## src/rtl/sign_ext_arb.sv

```systemverilog
// sign_ext_arb
//   Two requesters share one registered sign-extension datapath. Each
//   requester offers a raw NB-bit field and a format code. Arbitration is
//   round-robin. The granted field is extended to M bits and held in a
//   one-entry output register that uses a valid/ready handshake.
//
//   Optional build macro: SIGN_EXT_ARB_ZEXT_EN. When it is defined, the
//   block gains per-requester i_reqK_uns inputs and an o_uns output. With
//   uns=1 the upper bits are zero-filled instead of sign-filled.
//
// Ports
//   i_clk, i_rst_n              clock; asynchronous active-low reset
//   i_reqK_valid / o_reqK_ready handshake for requester K (K = 0, 1)
//   i_reqK_x [NB-1:0]           raw field for requester K
//   i_reqK_fmt                  0: extend from bit NA-1, 1: extend from bit NB-1
//   i_reqK_uns                  (macro only) zero-fill instead of sign-fill
//   o_valid / i_ready           result handshake
//   o_y [M-1:0]                 extended result
//   o_id, o_fmt, o_uns          index, format and (macro only) fill mode of the result
module sign_ext_arb #(
  parameter int M  = 32,
  parameter int NA = 12,
  parameter int NB = 20
) (
  input  logic          i_clk,
  input  logic          i_rst_n,
  input  logic          i_req0_valid,
  output logic          o_req0_ready,
  input  logic [NB-1:0] i_req0_x,
  input  logic          i_req0_fmt,
`ifdef SIGN_EXT_ARB_ZEXT_EN
  input  logic          i_req0_uns,
  input  logic          i_req1_uns,
  output logic          o_uns,
`endif
  input  logic          i_req1_valid,
  output logic          o_req1_ready,
  input  logic [NB-1:0] i_req1_x,
  input  logic          i_req1_fmt,
  output logic          o_valid,
  input  logic          i_ready,
  output logic [M-1:0]  o_y,
  output logic          o_id,
  output logic          o_fmt
);

  typedef enum logic {ST_EMPTY, ST_FULL} state_t;

  state_t         state_q, state_d;
  logic           ptr_q, ptr_d;
  logic [M-1:0]   y_q, y_d;
  logic           id_q, id_d;
  logic           fmt_q, fmt_d;
  logic           uns_q, uns_d;

  logic           gnt_vld;
  logic           gnt_idx;
  logic           slot_free;
  logic           accept;
  logic [NB-1:0]  sel_x;
  logic           sel_fmt;
  logic           sel_uns;

  // Bits at or above the selected width are filled with either the selected
  // sign bit or zero. The field is widened to M first, so every bit index
  // stays inside the vector even when NB == M.
  function automatic logic [M-1:0] extend(input logic [NB-1:0] x,
                                          input logic          fmt,
                                          input logic          uns);
    logic [M-1:0] xw;
    logic [M-1:0] r;
    logic         fill;
    int           w;
    xw   = M'(x);
    w    = fmt ? NB : NA;
    fill = uns ? 1'b0 : xw[w-1];
    r    = '0;
    for (int i = 0; i < M; i++) begin
      r[i] = (i < w) ? xw[i] : fill;
    end
    return r;
  endfunction

  // If only one requester is valid, it is granted. If both are valid, the
  // pointer decides.
  always_comb begin
    gnt_vld = i_req0_valid | i_req1_valid;
    gnt_idx = (i_req0_valid & i_req1_valid) ? ptr_q : i_req1_valid;
  end

  assign o_valid      = (state_q == ST_FULL);
  assign slot_free    = ~o_valid | i_ready;
  assign accept       = gnt_vld & slot_free;
  assign o_req0_ready = slot_free & gnt_vld & ~gnt_idx;
  assign o_req1_ready = slot_free & gnt_vld &  gnt_idx;

  always_comb begin
    sel_x   = gnt_idx ? i_req1_x   : i_req0_x;
    sel_fmt = gnt_idx ? i_req1_fmt : i_req0_fmt;
`ifdef SIGN_EXT_ARB_ZEXT_EN
    sel_uns = gnt_idx ? i_req1_uns : i_req0_uns;
`else
    sel_uns = 1'b0;
`endif
  end

  // On an accept while FULL with i_ready high, the old result leaves and
  // the new one loads at the same edge, so the slot has no bubble.
  always_comb begin
    state_d = state_q;
    ptr_d   = ptr_q;
    y_d     = y_q;
    id_d    = id_q;
    fmt_d   = fmt_q;
    uns_d   = uns_q;
    case (state_q)
      ST_EMPTY: if (accept) state_d = ST_FULL;
      ST_FULL:  if (i_ready && !accept) state_d = ST_EMPTY;
      default:  state_d = ST_EMPTY;
    endcase
    if (accept) begin
      y_d   = extend(sel_x, sel_fmt, sel_uns);
      id_d  = gnt_idx;
      fmt_d = sel_fmt;
      uns_d = sel_uns;
      ptr_d = ~gnt_idx;
    end
  end

  always_ff @(posedge i_clk or negedge i_rst_n) begin
    if (!i_rst_n) begin
      state_q <= ST_EMPTY;
      ptr_q   <= 1'b0;
      y_q     <= '0;
      id_q    <= 1'b0;
      fmt_q   <= 1'b0;
      uns_q   <= 1'b0;
    end else begin
      state_q <= state_d;
      ptr_q   <= ptr_d;
      y_q     <= y_d;
      id_q    <= id_d;
      fmt_q   <= fmt_d;
      uns_q   <= uns_d;
    end
  end

  assign o_y   = y_q;
  assign o_id  = id_q;
  assign o_fmt = fmt_q;
`ifdef SIGN_EXT_ARB_ZEXT_EN
  assign o_uns = uns_q;
`else
  // Without the option, the fill mode is always signed and has no output.
  logic unused_uns;
  assign unused_uns = uns_q;
`endif

endmodule

```

## config.mk

```make
export PLATFORM = sky130hd
export DESIGN_NAME = sign_ext_arb
export DESIGN_NICKNAME = d
export VERILOG_FILES = /design/src/rtl/sign_ext_arb.sv
export SDC_FILE = /design/constraint.sdc
export NUM_CORES = 1
export LEC_CHECK = 0
export ABC_AREA = 1
export ABC_CLOCK_PERIOD_IN_PS = 1400
export CORE_MARGIN = 2
export CORE_UTILIZATION = 36
export CTS_BUF_LIST = sky130_fd_sc_hd__clkbuf_16
export DETAILED_ROUTE_END_ITERATION = 10
export GPL_TIMING_DRIVEN = 0
export PLACE_DENSITY = 0.8
export SLEW_MARGIN = 20
export SYNTH_ARGS = -nofsm -noshare
export SYNTH_HDL_FRONTEND = slang
export SYNTH_SLANG_ARGS = --single-unit
```

## constraint.sdc

```tcl
create_clock -name i_clk -period 1.4 [get_ports i_clk]
set_clock_uncertainty 0.1 [all_clocks]
set_input_delay 0.28 -clock i_clk [delete_from_list [all_inputs] [get_ports i_clk]]
set_output_delay 0.28 -clock i_clk [all_outputs]
set_load 0.005 [all_outputs]
```

==> results of run 1 <==
==> metal layers <==
metal	part of all wire, %	vias up
met4	3.6	0
met2	53	58
met5	0	-
met1	40	757
li1	-	741
met3	3.8	17
==> repair_timing <==
action,in CTS,in global routing
hold buffers,0,1
cloned,3,0
endpoints found under the setup margin,83,38
pin swaps,13,6
setup buffers,21,7
endpoints found under the hold margin,0,24
resized for setup,178,18
==> worst max-delay path by stage <==
stage                 startpoint      endpoint  slack (ps)  cells after the start
floorplan                o_valid  o_req1_ready          90                      6
global placement    i_req1_valid  o_req1_ready        -980                      7
detailed placement  i_req1_valid  o_req1_ready        -990                      7
CTS                      o_valid  o_req1_ready        -300                      8
global route             o_valid  o_req1_ready        -390                      8
finish                   o_valid  o_req1_ready        -340                      8
==> critical path, delay by kind of cell, from the launching register on <==
| kind | cells | cell delay (ps) |
|---|---|---|
| flip-flops | 1 | 390 |
| AND/OR/NAND/NOR | 3 | 250 |
| buffers and inverters | 5 | 450 |
==> sequential cells by signal, summed over array words and instances, names as in the netlist <==
| name | count |
|---|---|
| o_id | 1 |
| o_fmt | 1 |
| o_y | 20 |
| o_valid | 1 |
| ptr_q | 1 |
==> area by class of cell <==
| class | count | share of cell area (%) |
|---|---|---|
| Buffer | 16 | 6.378 |
| Clock buffer | 3 | 2.676 |
| Clock inverter | 1 | 1.070 |
| Inverter | 4 | 0.6244 |
| Multi-Input combinational cell | 117 | 26.05 |
| Sequential cell | 24 | 21.45 |
| Tap cell | 46 | 2.052 |
| Timing Repair Buffer | 111 | 39.70 |
==> power breakdown <==
| part | total, mW | internal (mW) | switching [mW] | leakage [nW] |
|---|---|---|---|---|
| Clock | 0.837 | 0.569 | 0.268 | 0.0511 |
| Combinational | 1.25 | 0.750 | 0.501 | 1.09 |
| Sequential | 0.877 | 0.811 | 0.0661 | 0.290 |
==> cell usage in the layout, fill, tap and decap left out, types with 6 or more instances in the layout <==
cell type / synthesis / final
nand2_4: 0 / 6
dfrtp_1: 24 / 23
nand3_2: 1 / 18
nand2_1: 64 / 51
buf_4: 15 / 12
dlygate4sd2_1: 0 / 25
clkdlybuf4s50_1: 0 / 42
nand3_1: 37 / 19
nand2_2: 2 / 9
buf_6: 0 / 38
==> logic make-up after synthesis <==
group                  count (synthesis)
AND/OR/NAND/NOR                      113
flip-flops                            24
buffers and inverters                 24
AO/OA/AOI/OAI                          4
==> impl_metrics.ini, run 1 <==
[drt]
first_pass_iters = 4
drc = 0
viasPerCell = 4.885
dr_total_vias = 1573
ant_nets = 0
routedWlPerCell_um = 16.75
drt-initial-drc-count = 65
wl_mm = 5.394

[critical_path]
reg2reg_from = o_valid
worstPathRequired_ps = 1020
worstPathArrival_ps = 1360
worst-r2r-setup-slack_ps = -170
ff2ff_path_depth = 9
worstPathCellList = inv_2, nor2_4, nor2_4, buf_6, inv_4, nor2_4, buf_6, buf_6
max_stage_delay_ps = 390
crit_path_end_kind = output port
critPathKind = reg2out
cpMaxStageDelayCell = dfrtp_1
worstPathMaxFanout = 2
worst_setup_path_start_kind = register
rr_endpoint = o_y[18]

[sta]
rsz0062_at_grt = yes
min_period_ps = 1744
setup_viol = 35
hold_viol_final = 0
tightest_slew_ps = 539.9
fmax_ghz = 0.5733
timing.final.crit_share_pct = 124.6
slew_viol_final = 0
finalSetupTns_ps = -3309
fin_ws_ps = -344.1
relSlewSlack_pct = 64.01
whs_ps = 371.1

[run_status]
violations = negative setup slack
status = finished with violations

[placement]
post-dp-hpwl_mm = 2.749
port_buffers = 83
dpl.cell_count = 294
place_ws_ps = -993.0
gp_congestion = 0.8280
placed_area_sq_mm = 0.002168

[global_routing]
met2_usage_pct = 50.92
antenna_found_initial = 0
overflow = 0
use_met3_pct = 3.214
grt_usage_pct = 27.42
grt_pass1_vias = 1665
grt_max_degree = 25
grt_pass1_wl_mm = 8.493
grt_use_met1_pct = 31.90
grt.busiest_layer = met2

[die]
start_util_pct = 38.06
die_w_um = 63.63
die_area_sq_mm = 0.004048
core_sq_mm = 0.003363
top_level_ports = 84
die_h_um = 63.63
core.rowCount = 21

[synth]
synth_top_cell_by_area = dfrtp_1
yosys.area_share.simple_pct = 39.49
ys_seq_area_share_pct = 46.92
syn_nets = 212
synth_top_family_by_area = simple AND/OR/NAND/NOR gates
async_flop_share_pct = 100.0
syn_inst = 165
synth_xor_area_share_pct = 0
synth.avg_cell_area_sq_um = 7.757
netlist.area_leader.share_pct = 46.92
synth_compound_area_share_pct = 1.662
synth-seq-cells = 24
synth.area.mux_share_pct = 0
synthAdderAreaFrac_pct = 0
synth-edff-count = 0
synth.distinct_cells = 16
yosys_warnings = 0
synth.area.top_cells = dfrtp_1, nand2_1, nand3_1
synth_most_common_cell = nand2_1
synthTopCellsByCount = nand2_1, nand3_1, dfrtp_1
ys.flop_type = dfrtp_1
synth_area_sq_mm = 0.001280

[job]
cap_violations = 0

[power_and_ir_drop]
power_density_mw_per_mm2 = 1057
p_leak_nw = 1.434
ir_worst_vdd_v = 0.0005447
power.total_mw = 2.965

[finish]
fin_util_pct = 83.41
syn2layout_area_growth_pct = 119.2
drive_gt1_share_pct = 39.86
finalNonFillerCells = 322
seqCellArea_sq_um = 601.8
multi_input_area_sq_um = 730.7
layout.nets = 324
design_area_sq_mm = 0.002805
n_fill_cell = 187
n_antenna_cell = 0

[worst_hold_path]
hold_depth = 2
min_to = o_valid
hold_path_class = in2reg
hp-start = i_ready

[cts]
cts_tree = built
clock_sinks = 24
clock-root-buffer = clkbuf_16
h-tree-depth = 1
insertion_delay_ps = 260
cts_buffers = 3
clk_path_buf_depth = 2
clkTransAtPathRegs_ps = 70
Note: power is estimated with default switching activity, not from simulation.
==> run 2, diff against run 1 <==
CORE_UTILIZATION = 50   (was 36)
DONT_BUFFER_PORTS = 1   (was not set)
PLACE_DENSITY = not set   (was 0.8)
==> impl_metrics.ini, run 2 (same netlist as run 1, synthesis figures left out) <==
[run_status]
status = finished with violations
violations = negative setup slack

[die]
start_util_pct = 52.14
core_sq_mm = 0.002455
top_level_ports = 84
die_w_um = 54.60
die_h_um = 54.60
core.rowCount = 18
die_area_sq_mm = 0.002981

[finish]
final_common_cell = nand2_1
largest_reg_flops = 20
n_antenna_cell = 0
final_cell_mix = nand2_1, nand3_1, dfrtp_1
layout.nets = 228
n_fill_cell = 223
syn2layout_area_growth_pct = 23.26
drive_gt1_share_pct = 26.11

[critical_path]
worstPathCellList = inv_2, nor2_2, nor2_4, inv_2, nor2_4, buf_6
worstPathArrival_ps = 1190
max_stage_delay_ps = 410
worstPathMaxFanout = 5
cp_top_family = flip-flops
crit_path_end_kind = output port
cpMaxStageDelayCell = dfrtp_1
worstPathRequired_ps = 1020
critPathKind = reg2out
cp_num_buf_inv = 3
worst_setup_path_start_kind = register

[drt]
dr_total_vias = 1124
first_pass_iters = 4
drc = 0
ant_nets = 0
wl_mm = 2.982
drt-initial-drc-count = 17
routedWlPerCell_um = 14.20
viasPerCell = 5.352

[cts]
h-tree-depth = 1
clk_path_buf_depth = 2
cts_buffers = 3
insertion_delay_ps = 260
clock-root-buffer = clkbuf_16
clock_sinks = 24
clkTransAtPathRegs_ps = 70
cts_tree = built

[sta]
tightest_slew_ps = 525.9
hold_viol_final = 0
fmax_ghz = 0.6385
slew_viol_final = 0
rsz0062_at_grt = yes
fin_ws_ps = -166.1
timing.final.crit_share_pct = 111.9
setup_viol = 2
min_period_ps = 1566
relSlewSlack_pct = 64.94

[global_routing]
grt_usage_pct = 19.49
overflow = 0
antenna_found_initial = 0
grt_max_degree = 25
grt_pass1_vias = 936
grt_pass1_wl_mm = 4.064

[power_and_ir_drop]
p_leak_nw = 0.8144
seq_power_share_pct = 41.7
p_clk_share_pct = 37.2
switchingPower_mw = 0.5801
ir_worst_vdd_v = 0.0008942
p_int_mw = 1.618
pwr-share-comb_pct = 21.1
switching_share_pct = 26.39
power_density_mw_per_mm2 = 1393
power.total_mw = 2.198

[job]
cap_violations = 0

[placement]
post-dp-hpwl_mm = 2.090
place_ws_ps = -19.23
gp_congestion = 0.7341
port_buffers = 0

[worst_hold_path]
hold_path_class = in2reg
==> run 2: timing repair <==
| item | 4_1_cts | 5_1_grt |
|---|---|---|
| pin swaps | 4 | 5 |
| setup buffers | 6 | 2 |
| hold buffers | 1 | 1 |
| setup endpoints to repair | 22 | 23 |
| hold endpoints to repair | 24 | 24 |
| gates cloned | 1 | 1 |
| gates resized for setup | 10 | 10 |
==> run 2: area by class of cell <==
cell class	count	area, sq um	share of cell area, %
plain buffers	19	158.9	10.07
well taps	30	37.54	2.379
clock buffers	3	75.07	4.758
flip-flops and latches	24	601.8	38.14
multi-input cells	117	551.8	34.97
clock inverters	1	30.03	1.903
repair buffers	12	107.6	6.820
inverters	4	15.01	0.9516
==> run 2: worst register-to-register path: stages (launching register included) <==
cell and delay, ps:
dfrtp_1 380, inv_2 50, nor2_2 120, nor2_4 60, and2_4 170, buf_4 130
clkbuf_16 140, nand2_1 50, nand3_1 70
==> run 2: final timing paths <==
check | from | slack (ps) | cells past startpoint | end
worst max register to register | o_valid | 0 | 8 | o_y[7]
min in group asynchronous | i_rst_n | 430 | 2 | o_y[4]
max in group asynchronous | i_rst_n | 380 | 2 | o_y[30]
worst max-delay path | o_valid | -170 | 6 | o_req1_ready
worst min-delay path | i_ready | 30 | 1 | o_valid
worst min register to register | o_y[4] | 420 | 2 | o_y[4]
==> run 2: power by group through the flow <==
| stage | registers [mW] | logic, mW | clock network, mW |
|---|---|---|---|
| 6_report | 0.917 | 0.464 | 0.817 |
| 5_1_grt | 0.940 | 0.524 | 0.855 |
| 4_1_cts | 0.919 | 0.432 | 0.832 |
| 3_5_place_dp | 0.930 | 0.382 | 0 |
| 3_3_place_gp | 0.927 | 0.374 | 0 |
| 2_1_floorplan | 0.904 | 0.331 | 0 |
==> run 2: per-layer routing <==
metal  track usage (%)  routed length [um]  vias to the layer above  share of wire, %
met5                 0                   0                        -                 0
met4             6.250                  17                        0              0.57
met3             4.918                 281                        2               9.4
met2             30.16                1386                       59                46
met1             26.56                1298                      516                44
li1                  -                   -                      547                 -
==> run 2: metrics by stage <==
step	util, %	setup TNS [ps]	hold WS [ps]	area [sq um]	instances
floorplan	-	0	-115.6	1280	165
global placement	53.67	-11.70	-115.1	1318	195
detailed placement	53.67	-114.6	-115.1	1318	195
CTS	61.26	-2294	23.44	1504	206
global route	64.27	-869.9	22.96	1578	210
finish	64.27	-326.9	26.47	1578	210
==> run 3, diff against run 2 <==
CTS_BUF_LIST = sky130_fd_sc_hd__clkbuf_4 sky130_fd_sc_hd__clkbuf_8 sky130_fd_sc_hd__clkbuf_16   (was sky130_fd_sc_hd__clkbuf_16)
==> impl_metrics.ini, run 3 (same netlist as run 1, synthesis figures left out) <==
[critical_path]
rr_endpoint = o_y[10]
cp_top_family = flip-flops
cp-startpoint = o_valid
worstPathRequired_ps = 1020
cp_num_buf_inv = 3
critPathKind = reg2out
worstPathArrival_ps = 1270
ff2ff_path_depth = 8
worst_setup_path_start_kind = register
reg2reg_from = o_valid
cpMaxStageDelayCell = dfrtp_1
worstPathCellList = inv_2, nor2_2, nor2_4, inv_2, nor2_4, buf_6
worst-r2r-setup-slack_ps = -10
max_stage_delay_ps = 430
crit_path_end_kind = output port
worstPathMaxFanout = 5

[global_routing]
grt_pass1_vias = 1074
antenna_found_initial = 0
overflow = 0
grt_max_degree = 25
grt_usage_pct = 21.37
grt_pass1_wl_mm = 4.491

[cts]
cts_buffers = 3
clk_path_buf_depth = 2
cts_tree = built
clock_sinks = 24
h-tree-depth = 1
clkTransAtPathRegs_ps = 140
insertion_delay_ps = 310
clock-root-buffer = clkbuf_4

[placement]
place_ws_ps = -19.23
post-dp-hpwl_mm = 2.090
gp_congestion = 0.7341
port_buffers = 0

[drt]
routedWlPerCell_um = 14.84
viasPerCell = 5.297
drt-initial-drc-count = 23
first_pass_iters = 4
ant_nets = 0
wl_mm = 3.503
drc = 0
dr_total_vias = 1250

[sta]
min_period_ps = 1646
fmax_ghz = 0.6076
hold_viol_final = 0
relSlewSlack_pct = 64.77
tightest_slew_ps = 528.5
setup_viol = 13
timing.final.crit_share_pct = 117.6
rsz0062_at_grt = yes
fin_ws_ps = -245.9
slew_viol_final = 0

[run_status]
violations = negative setup slack
status = finished with violations

[finish]
drive_gt1_share_pct = 24.76
layout.nets = 254
final_common_cell = nand2_1
syn2layout_area_growth_pct = 41.94
largest_reg_flops = 20
fin_util_pct = 74.01
final_cell_mix = nand2_1, nand3_1, dlygate4sd3_1, dfrtp_1, buf_4
n_fill_cell = 178
n_antenna_cell = 0

[die]
core.rowCount = 18
die_area_sq_mm = 0.002981
die_h_um = 54.60
core_sq_mm = 0.002455
start_util_pct = 52.14
top_level_ports = 84
die_w_um = 54.60

[power_and_ir_drop]
power.total_mw = 2.002
p_leak_nw = 0.9130
power_density_mw_per_mm2 = 1102
ir_worst_vdd_v = 0.0008989

[worst_hold_path]
min_to = o_valid
hp-start = i_req0_valid
hold_depth = 2
hold_path_class = in2reg

[job]
cap_violations = 0
-- run 3: cell types whose count changed in the layout (fill, tap and decap cells not counted), sizes merged --
cell         change
buf              +2
clkbuf           +2
dlygate4sd3     +22
-- run 3: final cells by class --
class	count	area [sq um]	area share [%]
sequential	24	601.8	33.13
multi-input combinational	117	546.8	30.10
timing repair buffer	38	384.1	21.14
buffer	19	178.9	9.849
tap	30	37.54	2.066
clock inverter	1	30.03	1.653
clock buffer	3	22.52	1.240
inverter	4	15.01	0.8264
-- run 3: routing by layer --
metal | up-vias | global-route usage (%) | part of all wire [%]
li1 | 601 | - | -
met1 | 589 | 27.24 | 41
met2 | 58 | 36.90 | 51
met3 | 2 | 4.372 | 7.5
met4 | 0 | 5.000 | 0.40
met5 | - | 0 | 0
-- run 3: where the power goes --
part,switching [mW],internal [mW]
logic,0.269,0.328
registers,0.0985,0.811
clock network,0.207,0.289
total,0.574,1.43
-- run 3: worst max path at each step --
| stage | cells past startpoint | to | slack [ps] |
|---|---|---|---|
| 6_report | 6 | o_req1_ready | -250 |
| 3_5_place_dp | 8 | o_y[13] | -20 |
| 5_1_grt | 6 | o_req1_ready | -330 |
| 3_3_place_gp | 6 | o_req1_ready | -10 |
| 4_1_cts | 6 | o_req1_ready | -290 |
| 2_1_floorplan | 6 | o_req1_ready | 90 |
-- run 3: what timing repair did --
| item | 4_1_cts | 5_1_grt |
|---|---|---|
| endpoints found under the setup margin | 22 | 35 |
| cloned | 1 | 2 |
| setup buffers | 6 | 6 |
| gates resized for setup | 12 | 17 |
| hold buffers | 23 | 1 |
| endpoints found under the hold margin | 36 | 24 |
| pin swaps | 4 | 4 |
-- run 3: metrics by stage --
step	hold slack, ps	TNS, ps	area (sq um)	instances
after floorplan	-115.6	0	1280	165
after global placement	-115.1	-11.70	1318	195
after detailed placement	-115.1	-114.6	1318	195
after CTS	1.059	-680.2	1679	228
after global routing	3.852	-2373	1817	236
final	8.357	-824.7	1817	236
